$ cat config.mk
export PLATFORM = sky130hd
export DESIGN_NAME = multibyte_add_seq
export DESIGN_NICKNAME = d
export VERILOG_FILES = /design/src/rtl/multibyte_add_seq_pkg.sv /design/src/rtl/multibyte_add_seq_adder8.sv /design/src/rtl/multibyte_add_seq.sv
export SDC_FILE = /design/constraint.sdc
export NUM_CORES = 1
export LEC_CHECK = 0
export CAP_MARGIN = 30
export CORE_MARGIN = 3
export CORE_UTILIZATION = 54
export CTS_CLUSTER_SIZE = 20
export DETAILED_ROUTE_END_ITERATION = 8
export HOLD_SLACK_MARGIN = 0.08
export PLACE_DENSITY = 0.85
export SLEW_MARGIN = 0
export SYNTH_ARGS = -nofsm -noshare
export SYNTH_HDL_FRONTEND = slang
export SYNTH_SLANG_ARGS = --single-unit
export TNS_END_PERCENT = 20
$ cat constraint.sdc
create_clock -name clk -period 10.3 [get_ports clk]
set_input_delay 2.575 -clock clk [delete_from_list [all_inputs] [get_ports clk]]
set_output_delay 2.575 -clock clk [all_outputs]
set_load 0.01 [all_outputs]
$ cat src/rtl/multibyte_add_seq_pkg.sv
// ---------------------------------------------------------------------------
// multibyte_add_seq_pkg : shared op encodings and sequencer state type
// Rev 1.0
// ---------------------------------------------------------------------------
`default_nettype none

package multibyte_add_seq_pkg;

  localparam logic OP_ADD = 1'b0;
  localparam logic OP_SUB = 1'b1;

  typedef enum logic [1:0] {
    IDLE = 2'd0,
    RUN  = 2'd1,
    DONE = 2'd2
  } state_t;

endpackage

`default_nettype wire

$ cat src/rtl/multibyte_add_seq_adder8.sv
// ---------------------------------------------------------------------------
// multibyte_add_seq_adder8 : 8-bit ripple-carry adder with carry in/out
// Rev 1.0
// ---------------------------------------------------------------------------
`default_nettype none

module multibyte_add_seq_adder8 (
  input  logic [7:0] a,
  input  logic [7:0] b,
  input  logic       cin,
  output logic [7:0] sum,
  output logic       cout
);

  logic [8:0] carry;

  assign carry[0] = cin;

  for (genvar i = 0; i < 8; i++) begin : g_bit
    assign sum[i]     = a[i] ^ b[i] ^ carry[i];
    assign carry[i+1] = (a[i] & b[i]) | (carry[i] & (a[i] ^ b[i]));
  end

  assign cout = carry[8];

endmodule

`default_nettype wire

$ cat src/rtl/multibyte_add_seq.sv
// ---------------------------------------------------------------------------
// multibyte_add_seq : NBYTES-wide add/sub, one byte per clock through adder8
// Rev 1.0
// ---------------------------------------------------------------------------
`default_nettype none

module multibyte_add_seq
  import multibyte_add_seq_pkg::*;
#(
  parameter int NBYTES = 4
) (
  input  logic                  clk,
  input  logic                  rst_n,
  input  logic                  start,
  input  logic                  op,
  input  logic [8*NBYTES-1:0]   opa,
  input  logic [8*NBYTES-1:0]   opb,
  output logic                  busy,
  output logic                  done,
  output logic [8*NBYTES-1:0]   result,
  output logic                  carry_out,
  output logic                  zero,
  output logic                  overflow
);

  localparam int              W        = 8 * NBYTES;
  localparam int              IDXW     = (NBYTES > 1) ? $clog2(NBYTES) : 1;
  localparam logic [IDXW-1:0] LAST_IDX = IDXW'(NBYTES - 1);

  state_t          state;
  state_t          state_nxt;
  logic [IDXW-1:0] idx;
  logic            c;
  logic            op_q;
  logic [W-1:0]    opa_q;
  logic [W-1:0]    opb_q;

  logic [IDXW+2:0] bit_base;
  logic [7:0]      a_byte;
  logic [7:0]      b_byte;
  logic [7:0]      sum;
  logic            cout;
  logic [W-1:0]    result_nxt;
  logic            last;

  assign bit_base = {idx, 3'b000};
  assign a_byte   = opa_q[bit_base +: 8];
  assign b_byte   = (op_q == OP_ADD) ? opb_q[bit_base +: 8] : ~opb_q[bit_base +: 8];
  assign last     = (idx == LAST_IDX);

  multibyte_add_seq_adder8 u_adder8 (
    .a    (a_byte),
    .b    (b_byte),
    .cin  (c),
    .sum  (sum),
    .cout (cout)
  );

  always_comb begin
    result_nxt                = result;
    result_nxt[bit_base +: 8] = sum;
  end

  always_ff @(posedge clk) begin
    if (!rst_n) state <= IDLE;
    else        state <= state_nxt;
  end

  always_comb begin
    state_nxt = state;
    case (state)
      IDLE:    if (start) state_nxt = RUN;
      RUN:     if (last)  state_nxt = DONE;
      DONE:    state_nxt = IDLE;
      default: state_nxt = IDLE;
    endcase
  end

  // Flags are captured on the final byte so they are already valid in DONE.
  always_ff @(posedge clk) begin
    if (!rst_n) begin
      idx       <= '0;
      c         <= 1'b0;
      op_q      <= OP_ADD;
      opa_q     <= '0;
      opb_q     <= '0;
      result    <= '0;
      carry_out <= 1'b0;
      zero      <= 1'b0;
      overflow  <= 1'b0;
    end else begin
      case (state)
        IDLE: begin
          if (start) begin
            opa_q <= opa;
            opb_q <= opb;
            op_q  <= op;
            idx   <= '0;
            c     <= (op == OP_SUB);
          end
        end
        RUN: begin
          result <= result_nxt;
          c      <= cout;
          if (last) begin
            carry_out <= cout;
            zero      <= (result_nxt == '0);
            overflow  <= (a_byte[7] == b_byte[7]) && (sum[7] != a_byte[7]);
          end else begin
            idx <= idx + IDXW'(1);
          end
        end
        default: ;
      endcase
    end
  end

  assign busy = (state == RUN);
  assign done = (state == DONE);

endmodule

`default_nettype wire

Word level (Yosys, flattened, before mapping)
Index checks and enable logic that the tools add are counted.
{ "totals": {"elab_cells": 84, "in_bits": 68, "ff_bits": 105} }
{ "op_classes": {"eq_ne": 8, "bitwise_logic": 41, "addsub": 2, "n_reduce_logical": 9, "n_mux": 10, "shifts": 4} }
{ "ops": {"columns": ["op", "count"], "rows": [
  ["32-bit by 6-bit variable part select with 8-bit output", 2],
  ["32-bit bitwise mux", 1],
  ["32-bit zero test", 1],
  ["8-bit by 7-bit variable shift with 32-bit output, first input constant", 1],
  ["8-bit by 7-bit variable part select with 32-bit output", 1],
  ["1-bit bitwise AND", 16],
  ["1-bit XOR", 16],
  ["2-bit two-way mux", 4],
  ["8-bit two-way mux", 1],
  ["8-bit NOT", 1],
  ["1-bit bitwise OR", 8],
  ["2-bit case mux with 2 select lines", 2],
  ["2-bit AND reduction", 4],
  ["5-bit negator with 7-bit output", 1],
  ["2-bit == test, second input constant", 2],
  ["2-bit != test, second input constant", 2],
  ["3-bit AND reduction", 1],
  ["2-bit by 1-bit adder with 2-bit output, second input constant", 1],
  ["2-bit by 1-bit == test with 1-bit output, second input constant", 1],
  ["2-bit zero test", 1],
  ["2-bit by 1-bit != test with 1-bit output, second input constant", 1],
  ["1-bit case mux with 2 select lines", 1],
  ["2-bit nonzero test", 1],
  ["1-bit == test", 1],
  ["3 further kinds", 3]
]} }

Logic depth before layout (Yosys ltp)
Gate-level depths: netlist (run 1).
{ "logic_depth": {"word_depth": 22, "depth_mapped": 16, "depth_no_buf": 15} }

Cells and area by module
From an unflattened synthesis (run 1), not the netlist that was laid out.
{ "unflattened": {"hier_cells": 531, "hier_area_um2": 4853.4} }
{ "modules_own_cells": {"columns": ["module", "area_each_um2", "cells_each", "instances"], "rows": [
  ["multibyte_add_seq", 4655.7, 513, 1],
  ["multibyte_add_seq_adder8", 197.7, 18, 1]
]} }

Least setup slack after synthesis (run 1)
OpenSTA, ideal clock, no wires.
{ "synth_timing": {"path_type": "reg-to-reg", "from": "reg idx[0]", "to": "reg zero", "period_less_slack_ps": 4760, "setup_slack_ps": 5540, "required_time_ps": 10181, "t_arrival_ps": 4641, "stages_incl_launch_ff": 17, "n_path_buf": 2, "setup_time_ps": 119, "path_cell_list": "dfxtp_1 -> buf_4 -> buf_4 -> mux4_2 -> fa_1 -> fa_1 -> fa_1 -> fa_1 -> fa_1 -> inv_1 -> fa_1 -> fa_1 -> fa_1 -> nor4bb_1 -> nand2_1 -> o31a_1 -> o31ai_1"} }
{ "synth_between": {"elab_chain_cells": 22, "elab_cells_between_ends": 48} }
{ "synth_rtl": {"columns": ["item", "line", "text"], "rows": [
  ["from (decl)", "multibyte_add_seq.sv:32", "logic [IDXW-1:0] idx;"],
  ["from (signal assigned)", "multibyte_add_seq.sv:110", "idx <= idx + IDXW'(1);"],
  ["32-bit by 6-bit variable part select with 8-bit output", "multibyte_add_seq.sv:48", "assign b_byte = (op_q == OP_ADD) ? opb_q[bit_base +: 8] : ~opb_q[bit_base +: 8];"],
  ["8-bit NOT", "multibyte_add_seq.sv:48", null],
  ["8-bit two-way mux", "multibyte_add_seq.sv:48", null],
  ["1-bit XOR", "multibyte_add_seq_adder8.sv:20, multibyte_add_seq_adder8.sv:21", null],
  ["1-bit bitwise AND", "multibyte_add_seq_adder8.sv:21", "assign carry[i+1] = (a[i] & b[i]) | (carry[i] & (a[i] ^ b[i]));"],
  ["1-bit bitwise OR", "multibyte_add_seq_adder8.sv:21", null],
  ["1-bit bitwise AND", "multibyte_add_seq_adder8.sv:21", null],
  ["1-bit bitwise OR", "multibyte_add_seq_adder8.sv:21", null],
  ["[6 not listed]", null, null],
  ["1-bit bitwise AND", "multibyte_add_seq_adder8.sv:21", null],
  ["1-bit bitwise OR", "multibyte_add_seq_adder8.sv:21", null],
  ["1-bit bitwise AND", "multibyte_add_seq_adder8.sv:21", null],
  ["1-bit bitwise OR", "multibyte_add_seq_adder8.sv:21", null],
  ["1-bit XOR", "multibyte_add_seq_adder8.sv:20", "assign sum[i] = a[i] ^ b[i] ^ carry[i];"],
  ["8-bit by 7-bit variable part select with 32-bit output", "multibyte_add_seq.sv:61", "result_nxt[bit_base +: 8] = sum;"],
  ["32-bit bitwise mux", "multibyte_add_seq.sv:61", null],
  ["32-bit zero test", "multibyte_add_seq.sv:107", "zero <= (result_nxt == '0);"],
  ["to (signal assigned)", "multibyte_add_seq.sv:107", null],
  ["to (decl)", "multibyte_add_seq.sv:22", "output logic zero,"]
]} }
Parallel ways exist; a longest one is shown, timed or not.
A chain may end at the register's enable or synchronous reset.

Worst setup path in the final report (run 1)
Ends and elaborated chain as after synthesis.

==> flow_summary.json, run 1 <==
{
  "grt_usage_pct": 24.4,
  "fin_cells": 727,
  "drt_wl_total_mm": 11.7,
  "final_layout_size_suffix_gt1_share_pct": 7.23,
  "finalMaxSlewViolations": 0,
  "synth_nets": 611,
  "p_leak_nw": 2.14,
  "clockPowerShare_pct": 33.4,
  "regToRegEndpoint": "zero",
  "cp_cell_sequence": "buf_4 > mux4_2 > xor2_1 > fa_1 > fa_1 > fa_1 > fa_1 > fa_1 > inv_1 > fa_1 > fa_1 > fa_1 > nor4bb_1 > nand2_1 > o31a_1 > o31ai_1",
  "first_pass_iters": 5,
  "timing.rr.start": "idx[0]",
  "num_vias": 4085,
  "final_area_um2": 5920,
  "antenna_found_initial": 0,
  "antenna_cells": 0,
  "initial_core_util_pct": 55.9,
  "cp.arrival_ps": 5430,
  "die-area_um2": 9640,
  "whs_endpoint": "opa_q[14]",
  "sequentialPowerShare_pct": 49.4,
  "synth_edf_count": 0,
  "required_ps": 10550,
  "die_h_um": 98.2,
  "antenna_left": 0,
  "final_cell_mix": "169 x nand2_1, 105 x dfxtp_1, 104 x clkdlybuf4s50_1",
  "grt-ovfl-total": 0,
  "maxCapViolCount": 0,
  "place_congestion": 0.881,
  "dieWidth_um": 98.2,
  "cp-end-kind": "flip-flop",
  "min_path_cells": 2,
  "rrSetupSlack_ps": 5130,
  "core-area_um2": 8220,
  "worstSkewPairLatency_ps": 370,
  "hold_class": "flip-flop to flip-flop",
  "p_int_w": 0.000650,
  "utilization_pct": 72.1,
  "async_flop_share_pct": 0,
  "io_buffers": 104,
  "ff2ff_path_depth": 16,
  "syn2layout_area_growth_pct": 29.0,
  "crit_slowest_cell": "mux4_2",
  "grt_pass1_vias": 3969,
  "synth.avg_cell_area_um2": 8.69,
  "critical-path-top-delay-family": "adder cells",
  "fillers": 602,
  "status": "complete, no violations",
  "cts_setup_buffers": 0,
  "ys_types": 42,
  "path_clk_slew_ps": 90,
  "cts_made_buffers": 9,
  "ctsLongestPathBuffers": 2,
  "final_common_cell": "nand2_1",
  "rows": 33,
  "holdCritStartpoint": "opa_q[14]",
  "ctsHtreeMaxLevel": 3,
  "synthFlopType": "dfxtp_1",
  "wl_per_cell_um": 16.1,
  "post-route-period-util_pct": 50.2,
  "synth_seq_cells": 105,
  "pwr-share-comb_pct": 17.2,
  "startpoint": "idx[0]",
  "skew_ps": 13.2,
  "maxSlewHeadroom_pct": 34.3,
  "grt_max_degree": 101,
  "dpl.hpwl_mm": 8.55,
  "nNetsFinal": 700,
  "cts.sinks": 105,
  "setup_viol": 0,
  "dr.first_iter.drc_count": 202,
  "rsz0062_at_grt": "no",
  "timing_worst_setup_path_type": "flip-flop to flip-flop",
  "worst_pin_slew_ps": 985,
  "grt_pass1_wl_mm": 19.2,
  "p_sw_w": 0.000239,
  "io_pins": 105,
  "yosysSeqAreaShare_pct": 45.8,
  "max_freq_ghz": 0.193,
  "p_per_area_nw_per_um2": 150,
  "drcViolationCount": 0,
  "synth_area_um2": 4590,
  "vias_per_cell": 5.62,
  "dp.cells": 711,
  "syn-instance-count": 528,
  "crit_top_cell": "fa_1",
  "hold_viol_final": 0,
  "fin_crit_ps": 5170,
  "peakVddDrop_uv": 87.6,
  "crit_fanout": 19,
  "cts_root_buf": "clkbuf_8",
  "cp-start-kind": "flip-flop",
  "cts_tree": "yes",
  "ctsResizeCount": 0,
  "placed_area_um2": 5680,
  "yosys_warnings": 0,
  "cp_num_buf_inv": 2,
  "fin_setup_tns_ps": 0,
  "fin_hold_ws_ps": 462,
  "netSwitchingFraction_pct": 26.9,
  "cpPeakStageDelay_ps": 560,
  "hold_buffers": 0
}
## worst max-delay path by stage
| stage | endpoint | slack, ps | depth (start not counted) |
|---|---|---|---|
| after global placement | zero | 5310 | 16 |
| after global routing | zero | 4830 | 16 |
| after CTS | zero | 5150 | 16 |
| after floorplan | zero | 5540 | 16 |
| final | zero | 5130 | 16 |
| after detailed placement | zero | 5170 | 16 |
## registers in the layout, indices dropped and copies added, names as in the netlist
signal,count
state,2
op_q,1
opa_q,32
overflow,1
c,1
opb_q,32
idx,2
result,32
carry_out,1
zero,1
## routing by layer
layer	track usage [%]	up-vias	part of all wire, %
met5	0	-	0
met4	6.72	0	1.8
met3	4.57	21	7.0
met2	41.4	160	49
met1	32.2	1943	43
li1	-	1961	-
## cells in the mapped netlist, types with 7 or more instances
master	n	area (um^2)
fa_1	8	160
a21oi_1	87	435
nor2_1	20	75.1
ha_1	7	87.6
clkbuf_1	17	63.8
inv_1	8	30.0
nand2b_1	8	50.1
xor2_1	7	61.3
a22oi_1	11	82.6
nand2_1	170	638
mux4_2	16	360
buf_2	7	35.0
dfxtp_1	105	2100
## through the flow
stage / total power [W] / worst slack [ps]
finish: 0.000889 / 5130
global route: 0.000921 / 4830
CTS: 0.000890 / 5150
detailed placement: 0.000601 / 5170
global placement: 0.000594 / 5310
floorplan: 0.000537 / 5540
## final cells by class
class                           instances  area (um^2)  share of cell area, %
Clock buffer                           11          151                   2.56
Clock inverter                          5         85.1                   1.44
Inverter                               10         38.8                  0.655
Multi-Input combinational cell        382         2320                   39.2
Sequential cell                       105         2100                   35.5
Tap cell                              105          131                   2.22
Timing Repair Buffer                  109         1090                   18.4
## kinds of logic (layout without fill, tap and decap cells)
kind of cell,Yosys count,in the layout,share of synthesized area [%]
AOI/OAI and AO/OA,110,110,13.4
xor gates and xnor gates,9,9,1.72
adders and majority gates,15,15,5.40
buffers and inverters,41,135,3.82
DFF,105,105,45.8
muxes,17,17,8.07
and+or+nand+nor,231,231,21.8
## worst reg2reg max path, cell delays in order, from the launching register on
cell      delay, ps
dfxtp_1         530
buf_4           380
mux4_2          570
xor2_1          160
fa_1            400
fa_1            390
fa_1            390
fa_1            410
fa_1            380
inv_1            70
fa_1            200
fa_1            200
fa_1            510
nor4bb_1        170
nand2_1          80
o31a_1          150
o31ai_1          80
## power by group through the flow
stage               clock network, W  registers, W  logic [W]
finish                      0.000297      0.000439   0.000153
global route                0.000314      0.000441   0.000167
CTS                         0.000298      0.000439   0.000153
detailed placement                 0      0.000448   0.000153
global placement                   0      0.000447   0.000147
floorplan                          0      0.000442  0.0000942
(Power assumes the default switching activity.)
==> run 2: changes to the inputs <==
--- a/config.mk
+++ b/config.mk
@@ -7,11 +7,11 @@
 export LEC_CHECK = 0
 export CAP_MARGIN = 30
 export CORE_MARGIN = 3
-export CORE_UTILIZATION = 54
+export CORE_UTILIZATION = 50
 export CTS_CLUSTER_SIZE = 20
 export DETAILED_ROUTE_END_ITERATION = 8
 export HOLD_SLACK_MARGIN = 0.08
-export PLACE_DENSITY = 0.85
+export PLACE_DENSITY = 0.8
 export SLEW_MARGIN = 0
 export SYNTH_ARGS = -nofsm -noshare
 export SYNTH_HDL_FRONTEND = slang
==> constraint.sdc (replaced) <==
create_clock -name clk -period 5.31 [get_ports clk]
set_input_delay 1.3275 -clock clk [delete_from_list [all_inputs] [get_ports clk]]
set_output_delay 1.3275 -clock clk [all_outputs]
set_load 0.01 [all_outputs]
==> flow_summary.json, run 2 (synthesis results as in run 1) <==
{
  "rows": 34,
  "antenna_left": 0,
  "num_vias": 4045,
  "antenna_cells": 0,
  "cts.sinks": 105,
  "fin_cells": 731,
  "cpPeakStageDelay_ps": 670,
  "rsz0062_at_grt": "no",
  "grt_usage_pct": 23.4,
  "crit_fanout": 12,
  "finalPower_w": 0.00167,
  "final_cell_mix": "169 x nand2_1, 105 x dfxtp_1, 104 x clkdlybuf4s50_1",
  "initial_core_util_pct": 52.1,
  "hold_class": "flip-flop to flip-flop",
  "die-area_um2": 10400,
  "cp_cell_sequence": "mux4_2 > xor2_1 > fa_1 > fa_1 > fa_1 > fa_1 > fa_1 > inv_1 > fa_1 > fa_1 > fa_1 > nor4bb_1 > nand2_1 > o31a_1 > o31ai_1",
  "io_pins": 105,
  "first_pass_iters": 5,
  "grt_pass1_wl_mm": 19.1,
  "cts_made_buffers": 9,
  "ctsResizeCount": 0,
  "cts_tree": "yes",
  "ctsHtreeMaxLevel": 3,
  "final_layout_size_suffix_gt1_share_pct": 7.22,
  "place_congestion": 0.897,
  "core-area_um2": 8810,
  "dr.first_iter.drc_count": 211,
  "largestRegisters": "opa_q (32), opb_q (32), result (32)",
  "peakVddDrop_uv": 147,
  "min_path_cells": 2,
  "status": "complete, no violations",
  "syn2layout_area_growth_pct": 28.8,
  "maxCapViolCount": 0,
  "die_h_um": 102,
  "setup_viol": 0,
  "endpoint": "zero",
  "dieWidth_um": 102,
  "rrSetupSlack_ps": 360,
  "crit_top_cell": "fa_1",
  "required_ps": 5560,
  "path_clk_slew_ps": 90,
  "nNetsFinal": 701,
  "grt_pass1_vias": 3896,
  "final_common_cell": "nand2_1",
  "dpl.hpwl_mm": 8.84,
  "skew_ps": 10.2,
  "cts_setup_buffers": 0,
  "grt-ovfl-total": 0,
  "timing.rr.start": "idx[0]",
  "regToRegEndpoint": "zero",
  "vias_per_cell": 5.53,
  "cts_root_buf": "clkbuf_8",
  "maxSlewHeadroom_pct": 54.1,
  "timing_worst_setup_path_type": "flip-flop to flip-flop",
  "finalMaxSlewViolations": 0,
  "post-route-period-util_pct": 93.2,
  "max_freq_ghz": 0.202,
  "dp.cells": 715,
  "crit_slowest_cell": "dfxtp_1",
  "fin_setup_tns_ps": 0,
  "ctsLongestPathBuffers": 2,
  "wl_per_cell_um": 16.1,
  "drcViolationCount": 0,
  "p_per_area_nw_per_um2": 283,
  "fin_crit_ps": 4950,
  "worstSkewPairLatency_ps": 360,
  "cp-end-kind": "flip-flop",
  "hold_viol_final": 0,
  "startpoint": "idx[0]",
  "io_buffers": 104,
  "drt_wl_total_mm": 11.8,
  "cp.arrival_ps": 5200,
  "hold_buffers": 0,
  "ff2ff_path_depth": 15,
  "grt_max_degree": 69,
  "antenna_found_initial": 0,
  "cp-start-kind": "flip-flop",
  "worst_pin_slew_ps": 689,
  "p_leak_nw": 2.14
}
[run 2: layout make-up]
type	instances	area, um^2
Inverter	10	38.8
Fill cell	698	2890
Multi-Input combinational cell	382	2320
Clock inverter	3	47.5
Tap cell	108	135
Sequential cell	105	2100
Timing Repair Buffer	110	1100
Clock buffer	13	169
[run 2: metrics by stage]
step / utilization [%] / setup slack (ps) / hold slack (ps) / area, um^2
2_1_floorplan: - / 550 / 433 / 4590
3_3_place_gp: 64.5 / 530 / 442 / 5680
3_5_place_dp: 64.7 / 408 / 447 / 5700
4_1_cts: 67.1 / 376 / 460 / 5910
5_1_grt: 67.1 / 138 / 481 / 5910
6_report: 67.1 / 359 / 461 / 5910
[run 2: layer usage]
metal	vias to the layer above	GRT usage [%]	share of wire, %
met3	12	4.10	6.2
met4	0	7.47	1.2
met2	157	38.9	50
met5	-	0	0
met1	1907	31.5	43
li1	1969	-	-
[run 2: critical path, delay by kind of cell, from the launching register on]
family / cells / cell delay (ps)
AOI/OAI and AO/OA: 2 / 210
xor gates and xnor gates: 1 / 170
adders and majority gates: 8 / 2900
buffers and inverters: 1 / 80
DFF: 1 / 670
muxes: 1 / 580
and+or+nand+nor: 2 / 250
[run 2: how the worst min path moves through the flow]
| stage | slack [ps] | start | to |
|---|---|---|---|
| finish | 460 | opb_q[16] | opb_q[16] |
| global route | 480 | opb_q[16] | opb_q[16] |
| CTS | 460 | opb_q[11] | opb_q[11] |
| detailed placement | 450 | opb_q[11] | opb_q[11] |
| global placement | 440 | opb_q[31] | opb_q[31] |
| floorplan | 430 | opa_q[16] | opa_q[16] |
[run 2: power by group]
part,switching [W],internal (W),total [W],leakage [nW]
Sequential,0.0000282,0.000824,0.000852,0.857
Clock,0.000265,0.000259,0.000524,0.110
Combinational,0.000155,0.000142,0.000297,1.17
